===== src/rtl/battle_turn_sequencer.sv =====
// battle_turn_sequencer: two-player turn-based battle sequencer.
// Loads both fighters, collects one skill selection per player, resolves
// the faster player's hit and then the slower player's hit, each followed
// by a fixed animation window, and ends the battle once a player's HP is 0.
// Optional build macro: BATTLE_CRIT_EN adds LFSR-driven critical hits
// (double damage, saturating at 255). Without it damage is always exact.

module battle_turn_sequencer #(
    parameter int unsigned ANIM_CYCLES = 25000000
) (
    input  logic       clk,
    input  logic       rst,
    input  logic       start,
    input  logic       abort,
    input  logic [7:0] p1_hp,
    input  logic [7:0] p2_hp,
    input  logic [7:0] p1_speed,
    input  logic [7:0] p2_speed,
    input  logic [7:0] p1_dmg1,
    input  logic [7:0] p1_dmg2,
    input  logic [7:0] p1_dmg3,
    input  logic [7:0] p2_dmg1,
    input  logic [7:0] p2_dmg2,
    input  logic [7:0] p2_dmg3,
    input  logic [1:0] p1_sel,
    input  logic [1:0] p2_sel,
    input  logic       p1_sel_valid,
    input  logic       p2_sel_valid,
    output logic [7:0] p1_cur_hp,
    output logic [7:0] p2_cur_hp,
    output logic [3:0] state,
    output logic       attacker,
    output logic       anim_busy,
    output logic       to_end_scene,
    output logic       winner,
    output logic       crit
);

    typedef enum logic [3:0] {
        S_IDLE        = 4'd0,
        S_LOAD        = 4'd1,
        S_WAIT_SEL    = 4'd2,
        S_FIRST_HIT   = 4'd3,
        S_FIRST_ANIM  = 4'd4,
        S_SECOND_HIT  = 4'd5,
        S_SECOND_ANIM = 4'd6,
        S_CHECK       = 4'd7,
        S_END         = 4'd8
    } state_e;

    localparam int CNT_W = 25;
    localparam logic [CNT_W-1:0] CNT_LAST = CNT_W'(ANIM_CYCLES - 1);

    state_e           state_q, state_d;
    logic [7:0]       p1_hp_q, p1_hp_d;
    logic [7:0]       p2_hp_q, p2_hp_d;
    logic [7:0]       p1_spd_q, p1_spd_d;
    logic [7:0]       p2_spd_q, p2_spd_d;
    logic [2:0][7:0]  p1_dmg_q, p1_dmg_d;
    logic [2:0][7:0]  p2_dmg_q, p2_dmg_d;
    logic [1:0]       p1_sel_q, p1_sel_d;
    logic [1:0]       p2_sel_q, p2_sel_d;
    logic [CNT_W-1:0] cnt_q, cnt_d;
    logic             attacker_q, attacker_d;
    logic             winner_q, winner_d;
    logic             to_end_q, to_end_d;

    logic [7:0]       hit_dmg;
    logic [7:0]       eff_dmg;
    logic [7:0]       def_hp;
    logic [7:0]       hit_hp;
    logic             anim_done;

    // Skill index 1..3 picks a damage entry; 0 (no selection) deals nothing.
    function automatic logic [7:0] skill_dmg(input logic [1:0] sel, input logic [2:0][7:0] tbl);
        case (sel)
            2'd1:    skill_dmg = tbl[0];
            2'd2:    skill_dmg = tbl[1];
            2'd3:    skill_dmg = tbl[2];
            default: skill_dmg = 8'd0;
        endcase
    endfunction

    // attacker_q is updated on entry to each HIT, so it names the hitter in
    // HIT and the following ANIM; the defender is always the other player.
    assign hit_dmg   = attacker_q ? skill_dmg(p2_sel_q, p2_dmg_q) : skill_dmg(p1_sel_q, p1_dmg_q);
    assign def_hp    = attacker_q ? p1_hp_q : p2_hp_q;
    assign hit_hp    = (def_hp > eff_dmg) ? (def_hp - eff_dmg) : 8'd0;
    assign anim_done = (cnt_q == CNT_LAST);

`ifdef BATTLE_CRIT_EN
    logic [7:0] lfsr_q;
    logic       hit_crit;
    logic [8:0] dbl_dmg;
    logic       crit_q, crit_d;

    // Free-running maximal-length LFSR (x^8+x^6+x^5+x^4+1) used as the crit roll.
    always_ff @(posedge clk or negedge rst) begin
        if (!rst) lfsr_q <= 8'h01;
        else      lfsr_q <= {lfsr_q[6:0], lfsr_q[7] ^ lfsr_q[5] ^ lfsr_q[4] ^ lfsr_q[3]};
    end

    assign hit_crit = (lfsr_q[2:0] == 3'd0);
    assign dbl_dmg  = {hit_dmg, 1'b0};
    assign eff_dmg  = !hit_crit ? hit_dmg : (dbl_dmg[8] ? 8'hFF : dbl_dmg[7:0]);

    // crit is captured at the HIT and held for the whole following ANIM.
    always_comb begin
        crit_d = 1'b0;
        if (!abort) begin
            if (state_q == S_FIRST_HIT || state_q == S_SECOND_HIT)
                crit_d = hit_crit;
            else if ((state_q == S_FIRST_ANIM || state_q == S_SECOND_ANIM) && !anim_done)
                crit_d = crit_q;
        end
    end

    // Crit flag register.
    always_ff @(posedge clk or negedge rst) begin
        if (!rst) crit_q <= 1'b0;
        else      crit_q <= crit_d;
    end

    assign crit = crit_q;
`else
    assign eff_dmg = hit_dmg;
    assign crit    = 1'b0;
`endif

    // All sequencer state, cleared asynchronously so a mid-battle reset bites at once.
    always_ff @(posedge clk or negedge rst) begin
        if (!rst) begin
            state_q    <= S_IDLE;
            p1_hp_q    <= 8'd0;
            p2_hp_q    <= 8'd0;
            p1_spd_q   <= 8'd0;
            p2_spd_q   <= 8'd0;
            p1_dmg_q   <= '0;
            p2_dmg_q   <= '0;
            p1_sel_q   <= 2'd0;
            p2_sel_q   <= 2'd0;
            cnt_q      <= '0;
            attacker_q <= 1'b0;
            winner_q   <= 1'b0;
            to_end_q   <= 1'b0;
        end else begin
            // NOTE: non-blocking assignments so every register samples pre-edge values.
            state_q    <= state_d;
            p1_hp_q    <= p1_hp_d;
            p2_hp_q    <= p2_hp_d;
            p1_spd_q   <= p1_spd_d;
            p2_spd_q   <= p2_spd_d;
            p1_dmg_q   <= p1_dmg_d;
            p2_dmg_q   <= p2_dmg_d;
            p1_sel_q   <= p1_sel_d;
            p2_sel_q   <= p2_sel_d;
            cnt_q      <= cnt_d;
            attacker_q <= attacker_d;
            winner_q   <= winner_d;
            to_end_q   <= to_end_d;
        end
    end

    // Next-state and datapath updates; abort overrides everything and keeps HP.
    always_comb begin
        // NOTE: every _d gets a hold default first so no path infers a latch.
        state_d    = state_q;
        p1_hp_d    = p1_hp_q;
        p2_hp_d    = p2_hp_q;
        p1_spd_d   = p1_spd_q;
        p2_spd_d   = p2_spd_q;
        p1_dmg_d   = p1_dmg_q;
        p2_dmg_d   = p2_dmg_q;
        p1_sel_d   = p1_sel_q;
        p2_sel_d   = p2_sel_q;
        cnt_d      = cnt_q;
        attacker_d = attacker_q;
        winner_d   = winner_q;
        to_end_d   = 1'b0;

        if (abort) begin
            state_d = S_IDLE;
        end else begin
            case (state_q)
                S_IDLE: begin
                    if (start) state_d = S_LOAD;
                end
                S_LOAD: begin
                    p1_hp_d  = p1_hp;
                    p2_hp_d  = p2_hp;
                    p1_spd_d = p1_speed;
                    p2_spd_d = p2_speed;
                    p1_dmg_d = {p1_dmg3, p1_dmg2, p1_dmg1};
                    p2_dmg_d = {p2_dmg3, p2_dmg2, p2_dmg1};
                    p1_sel_d = 2'd0;
                    p2_sel_d = 2'd0;
                    state_d  = S_WAIT_SEL;
                end
                S_WAIT_SEL: begin
                    if (p1_sel_valid && p1_sel != 2'd0) p1_sel_d = p1_sel;
                    if (p2_sel_valid && p2_sel != 2'd0) p2_sel_d = p2_sel;
                    // Leave as soon as both selections will be held; ties go to p1.
                    if (p1_sel_d != 2'd0 && p2_sel_d != 2'd0) begin
                        state_d    = S_FIRST_HIT;
                        attacker_d = (p2_spd_q > p1_spd_q);
                    end
                end
                S_FIRST_HIT, S_SECOND_HIT: begin
                    if (attacker_q) p1_hp_d = hit_hp;
                    else            p2_hp_d = hit_hp;
                    cnt_d   = '0;
                    state_d = (state_q == S_FIRST_HIT) ? S_FIRST_ANIM : S_SECOND_ANIM;
                end
                S_FIRST_ANIM: begin
                    if (anim_done) begin
                        if (def_hp == 8'd0) begin
                            state_d = S_CHECK;
                        end else begin
                            state_d    = S_SECOND_HIT;
                            attacker_d = ~attacker_q;
                        end
                    end else begin
                        cnt_d = cnt_q + CNT_W'(1);
                    end
                end
                S_SECOND_ANIM: begin
                    if (anim_done) state_d = S_CHECK;
                    else           cnt_d   = cnt_q + CNT_W'(1);
                end
                S_CHECK: begin
                    if (p1_hp_q == 8'd0 || p2_hp_q == 8'd0) begin
                        state_d  = S_END;
                        to_end_d = 1'b1;
                        winner_d = (p1_hp_q == 8'd0);
                    end else begin
                        state_d  = S_WAIT_SEL;
                        p1_sel_d = 2'd0;
                        p2_sel_d = 2'd0;
                    end
                end
                S_END: begin
                    state_d = S_END;
                end
                default: begin
                    state_d = S_IDLE;
                end
            endcase
        end
    end

    assign p1_cur_hp    = p1_hp_q;
    assign p2_cur_hp    = p2_hp_q;
    assign state        = state_q;
    assign attacker     = attacker_q;
    assign anim_busy    = (state_q == S_FIRST_ANIM) || (state_q == S_SECOND_ANIM);
    assign to_end_scene = to_end_q;
    assign winner       = winner_q;

endmodule


===== config.mk =====
export PLATFORM = sky130hd
export DESIGN_NAME = battle_turn_sequencer
export DESIGN_NICKNAME = d
export VERILOG_FILES = /design/src/rtl/battle_turn_sequencer.sv
export SDC_FILE = /design/constraint.sdc
export NUM_CORES = 1
export LEC_CHECK = 0
export ABC_AREA = 1
export BUFFER_PORTS_ARGS = -buffer_cell sky130_fd_sc_hd__buf_2
export CAP_MARGIN = 10
export CORE_ASPECT_RATIO = 0.9
export CORE_MARGIN = 4
export CORE_UTILIZATION = 42
export CTS_CLUSTER_SIZE = 25
export DETAILED_ROUTE_END_ITERATION = 6
export GPL_TIMING_DRIVEN = 0
export PLACE_DENSITY = 0.6
export SLEW_MARGIN = 5
export SYNTH_ARGS = -nofsm -noshare
export SYNTH_HDL_FRONTEND = slang
export SYNTH_SLANG_ARGS = --single-unit

===== constraint.sdc =====
create_clock -name clk -period 4.95 [get_ports clk]
set_input_delay 0.495 -clock clk [delete_from_list [all_inputs] [get_ports clk]]
set_output_delay 0.495 -clock clk [all_outputs]
set_load 0.01 [all_outputs]

# [After elaboration in Yosys (flattened, before gate mapping)]
# Index checks and enable logic that the tools add are counted.
[word_totals] inputBits=90 out_inout_bits=25 reg_bits=116 word_cells=112
[classes] reduce_logical=27 n_eq_ne=26 mux=36 add_sub_neg=2 order_cmp=2 bitwise_logic=2
[ops] op="25-bit case mux with 2 select lines" count=1
[ops] op="8-bit case mux with 3 select lines" count=2
[ops] op="8-bit 2-to-1 mux" count=5
[ops] op="4-bit case mux with 8 select lines" count=1
[ops] op="8-bit case mux with 2 select lines" count=2
[ops] op="25-bit by 1-bit adder with 25-bit output, second input constant" count=1
[ops] op="25-bit == test, second input constant" count=1
[ops] op="25-bit 2-to-1 mux" count=1
[ops] op="8-bit zero test" count=3
[ops] op="4-bit 2-to-1 mux" count=6
[ops] op="2-bit 2-to-1 mux" count=9
[ops] op="4-bit by 3-bit == test with 1-bit output, second input constant" count=4
[ops] op="8-bit greater-than comparator" count=2
[ops] op="3-bit AND reduction" count=5
[ops] op="2-bit inequality test, second input constant" count=7
[ops] op="2-bit nonzero test" count=7
[ops] op="3-bit inequality test, second input constant" count=4
[ops] op="2-bit case mux with 3 select lines" count=2
[ops] op="2-bit == test, second input constant" count=4
[ops] op="4-bit by 2-bit == test with 1-bit output, second input constant" count=2
[ops] op="8-bit subtractor" count=1
[ops] op="1-bit 2-to-1 mux" count=6
[ops] op="5-bit AND reduction" count=1
[ops] op="2-bit by 1-bit == test with 1-bit output, second input constant" count=2
[ops] op="11 further kinds" count=16

# [Longest topological paths before layout]
[logic_depth] depth_word=10 ltp_mapped=17

# [Worst setup path after synthesis]
# Ideal clock, no wire load.
[synth_timing] path_kind="register to register" from="reg attacker_q, in the netlist attacker" to="reg p2_hp_q[5], in the netlist p2_cur_hp[5]" t_required_ns=4.872 t_arrival_ns=2.401 stages_incl_launch_ff=14 synth_period_minus_slack_ns=2.479 path_buffers=2 setup_ns=0.078 slack_ns=2.471 path_cell_list="dfrtp_1 > buf_2 > buf_2 > a211oi_1 > a41oi_1 > ha_1 > fa_1 > o21ai_0 > nand2_1 > nand2_1 > nand2_1 > inv_2 > nand3_1 > a21boi_1"
[synth_via] elab_chain_len=5
[synth_rtl] element="from (decl)" line_no="64" rtl="logic attacker_q, attacker_d;"
[synth_rtl] element="from (signal assigned)" line_no="158" rtl="attacker_q <= attacker_d;"
[synth_rtl] element="8-bit 2-to-1 mux, on equally long branches" line_no="87, 86"
[synth_rtl] element="8-bit subtractor / 8-bit greater-than comparator (equally long branches)" line_no="88" rtl="assign hit_hp = (def_hp > eff_dmg) ? (def_hp - eff_dmg) : 8'd0;"
[synth_rtl] element="8-bit 2-to-1 mux" line_no="88"
[synth_rtl] element="8-bit 2-to-1 mux" line_no="209" rtl="if (attacker_q) p1_hp_d = hit_hp;"
[synth_rtl] element="8-bit case mux with 2 select lines" line_no="184" rtl="case (state_q)"
[synth_rtl] element="to (signal assigned)" line_no="150" rtl="p2_hp_q <= p2_hp_d;"
[synth_rtl] element="to (decl)" line_no="56" rtl="logic [7:0] p2_hp_q, p2_hp_d;"
# Several ways; a longest one is shown, not always the timed one. The select of a mux whose other input is x is not followed.
# A chain may end at the register's enable or synchronous reset.

# [Final worst setup path]
[layout_timing] from="reg attacker_q, in the netlist attacker" to="reg p1_hp_q[2], in the netlist p1_cur_hp[2]"
[layout_via] elab_chain_len=5
[layout_rtl] element="8-bit 2-to-1 mux, on equally long branches" line_no="87, 86"
[layout_rtl] element="8-bit subtractor / 8-bit greater-than comparator (equally long branches)" line_no="88"
[layout_rtl] element="8-bit 2-to-1 mux" line_no="88"
[layout_rtl] element="8-bit 2-to-1 mux" line_no="209"
[layout_rtl] element="8-bit case mux with 2 select lines" line_no="184"
[layout_rtl] element="to (signal assigned)" line_no="149" rtl="p1_hp_q <= p1_hp_d;"
[layout_rtl] element="to (decl)" line_no="55" rtl="logic [7:0] p1_hp_q, p1_hp_d;"
# Several ways; a longest one is shown, not always the timed one. The select of a mux whose other input is x is not followed.

==> results.md <==
- Place WS: 1.73 ns
- Logic pwr share: 42.3%
- Chip height: 129 um
- Peak VDD IR: 291 uV
- RSZ-0062 raised after global routing: no
- Post-CTS Setup Bufs: 0
- Fin. Hold Viols: 0
- Int Pwr: 2.94 mW
- Post-CTS Resized: 0
- Critical path startpoint category: flip-flop
- Worst reg2reg path depth: 14
- Cell area after synthesis: 6840 um^2
- H-tree depth: 4
- Syn avg cell area: 7.89 um^2
- Clock latency on the worst-skew pair: 0.41 ns
- Compound-Gate Fraction of Synth Area: 9.31%
- Sequential cell area fraction in the yosys report: 42.5%
- Slowest-stage cell, CP: clkbuf_1
- DRT iter0 DRCs: 301
- N_diodes: 0
- Worst-path fanout max: 10
- Max Cap Viol: 0
- Core area: 15700 um^2
- Async set-or-reset flop fraction in the synthesized netlist: 100%
- Slew headroom: 58.4%
- XOR/XNOR share of the synthesized area: 1.67%
- # fillers: 1534
- Worst min-delay path class: in -> async
- Multi-input gate area: 3440 um^2
- Final-report setup violation count: 0
- Wire per inst: 14.8 um
- Top_reg_cell synth: dfrtp_1
- Worst EP arrival: 3.63 ns
- CP endpoint kind: flip-flop
- Post-CTS Hold Buffers: 0
- Clk root buf: clkbuf_16
- CTS tree: done
- Grt ovf: 0
- Crit path cell chain: buf_2, inv_1, buf_2, clkbuf_1, o21ai_0, ha_1, nand2_1, o21ai_0, nand2_1, nand2_1, nand2_1, inv_2, nand2_1, a21boi_1
- CTS Buf Count: 17
- Crit Reg-Reg Startpoint: attacker
- Post-Route WL: 18.0 mm
- R2R Setup Slk: 1.66 ns
- Clk pin slew, worst setup/hold paths: 0.05 ns
- Final Wtd Congestion: 0.895
- Die width: 142 um
- Worst r2r dst: p1_cur_hp[2]
- Largest net degree at the start of global routing: 61
- Synthesized flop and latch total: 116
- Switch share: 38.5%
- Die area: 18400 um^2
- Mapped Nets: 975
- Simple logic cell fraction of the synthesized area: 27.1%
- CP top delay family: buffers and inverters
- Post-synthesis mux area share: 8.73%
- Total track usage: 20.3%
- Post-DP HPWL: 13.7 mm
- Final min period: 3.29 ns
- Setup CP Type: reg -> reg
- Power Density: 578 nW/um^2
- Via count: 6062
- CP most frequent cell: nand2_1
- Clk_skew: 0.00678 ns
- Adder-cell area share of the yosys netlist: 3.40%
- CTS Buffer Depth: 2
- Layout cell share with drive strength beyond 1: 22.6%
- # IOs: 115
- Post-synth EDFFs: 0
- Setup_tns: 0 ns
- Reg area: 2900 um^2
- Yosys cell types: 45
- Ys Warns: 0
- CTS Sinks: 116
- P_leak: 4.01 nW
- Setup slack after layout: 1.66 ns
- Cell count after synthesis: 867
- Final net count: 1108
- CP Buf/Inv Count: 5
- Initial antenna violation count: 0
- Clock power share: 25.5%
- Max stage delay on crit path: 0.42 ns
- Placement row count: 43
- Sequential Power Share: 32.2%
- Drt first pass iters: 5
- # DRC: 0
- Initial Utilization: 43.5%
- Largest family of logic cells by synthesized area: simple AND/OR/NAND/NOR gates
- WP depth: 14
- Psw: 1.84 mW
- Worst endpoint required time: 5.28 ns
- Max-slew violations: 0
- Final Power: 4.78 mW
- Vias in the first global route: 5936
- Status: finished, final reports clean
- Final worst-path cycle share: 66.5%
- First-pass GRT wire length: 29.4 mm
- Port Buffers: 113
- Via density: 4.99
- Final antenna-violating net count: 0
- Fmax: 0.304 GHz
- Slew at the pin with the worst max-slew slack: 0.622 ns
- Area growth from synthesis to layout: 20.9%
[routing by layer]
metal / global-route usage, % / share of wire (%)
met5: 0 / 0
met4: 6.43 / 1.5
met3: 3.84 / 4.7
met2: 34.3 / 48
met1: 26.5 / 46
[kinds of logic (layout without fill, tap and decap cells)]
family,Yosys count,after routing
AND/OR/NAND/NOR,443,443
flip-flops,116,116
buffers and inverters,113,258
AO/OA/AOI/OAI,110,110
multiplexers,53,53
adder cells (fa/ha/maj),18,18
XOR/XNOR,13,13
other,1,1
[final cells by class]
type | instances | share of cell area, %
inverter | 90 | 4.09
buffer | 23 | 1.94
tap | 202 | 3.06
timing repair buffer | 114 | 7.25
multi-input combinational | 638 | 41.6
clock inverter | 10 | 1.62
sequential | 116 | 35.1
clock buffer | 21 | 5.33
[cells in the final DEF, fill, tap and decap left out, types with 7 or more instances in the layout]
cell type  netlist  final
nand2_1        258    258
buf_2           10    122
dfrtp_1        116    116
nor2_1          90     90
inv_1           83     83
nand3_1         49     49
mux2_2          43     43
a21oi_1         39     39
o21ai_1         24     24
o21ai_0         18     18
ha_1            17     17
clkbuf_16        0     17
a21boi_1        14     14
nand4_1         11     11
nor3_1          10     10
mux2_1          10     10
xor2_1           8      8
inv_2            7      7
buf_6            6      7
nand3b_1         7      7
[power groups by stage]
stage | Sequential (mW) | Clock (mW) | Combinational (mW)
final | 1.54 | 1.22 | 2.02
after floorplan | 1.53 | 0 | 1.48
after global routing | 1.59 | 1.28 | 2.33
after detailed placement | 1.55 | 0 | 2.03
after CTS | 1.54 | 1.24 | 2.04
after global placement | 1.55 | 0 | 2.01
[Yosys cell counts, types with 2 or more instances]
cell type  count  share of area [%]
nand2_2        6               0.55
a21boi_1      14                1.5
nor2_2         3               0.27
buf_6          6               0.99
inv_2          7               0.38
nor3_1        10               0.73
mux2_2        43                7.1
nor2_1        90                4.9
dfrtp_1      116                 42
o21ai_0       18                1.3
a221oi_1       2               0.26
nand3b_1       7               0.77
o21a_1         3               0.33
xor2_1         8                1.0
buf_2         10               0.73
buf_4          4               0.44
nand2_1      258                 14
or2_2          3               0.27
xnor2_1        5               0.64
nand3_1       49                3.6
o21ai_1       24                1.8
inv_1         83                4.6
a21oi_1       39                2.9
o21bai_1       2               0.22
mux2_1        10                1.6
nand4_1       11                1.0
clkbuf_1       2               0.11
ha_1          17                3.1
[how the worst max path moves through the flow]
stage / startpoint / end / slack (ns)
after floorplan: attacker / p2_cur_hp[5] / 2.47
after global placement: attacker / p2_cur_hp[7] / 1.72
after detailed placement: attacker / p2_cur_hp[7] / 1.73
after CTS: attacker / p1_cur_hp[2] / 1.72
after global routing: attacker / p1_cur_hp[2] / 1.39
final: attacker / p1_cur_hp[2] / 1.66
[metrics by stage]
step / hold WS, ns / instance area (um^2) / std cells / util (%)
6_report: 0.0454 / 8260 / 1214 / 52.6
5_1_grt: 0.0776 / 8260 / 1214 / 52.6
4_1_cts: 0.0647 / 8260 / 1214 / 52.6
3_5_place_dp: 0.482 / 7690 / 1183 / 48.9
3_3_place_gp: 0.476 / 7660 / 1182 / 48.7
2_1_floorplan: 0.199 / 6840 / 867 / -
[state kept, by name, indices dropped and copies added (netlist names)]
register	flops
p1_sel_q	2
state	4
p2_sel_q	2
winner	1
p2_dmg_q	24
p2_cur_hp	8
p1_dmg_q	24
p1_spd_q	8
p1_cur_hp	8
cnt_q	25
p2_spd_q	8
to_end_scene	1
attacker	1
(Power assumes the default switching activity.)
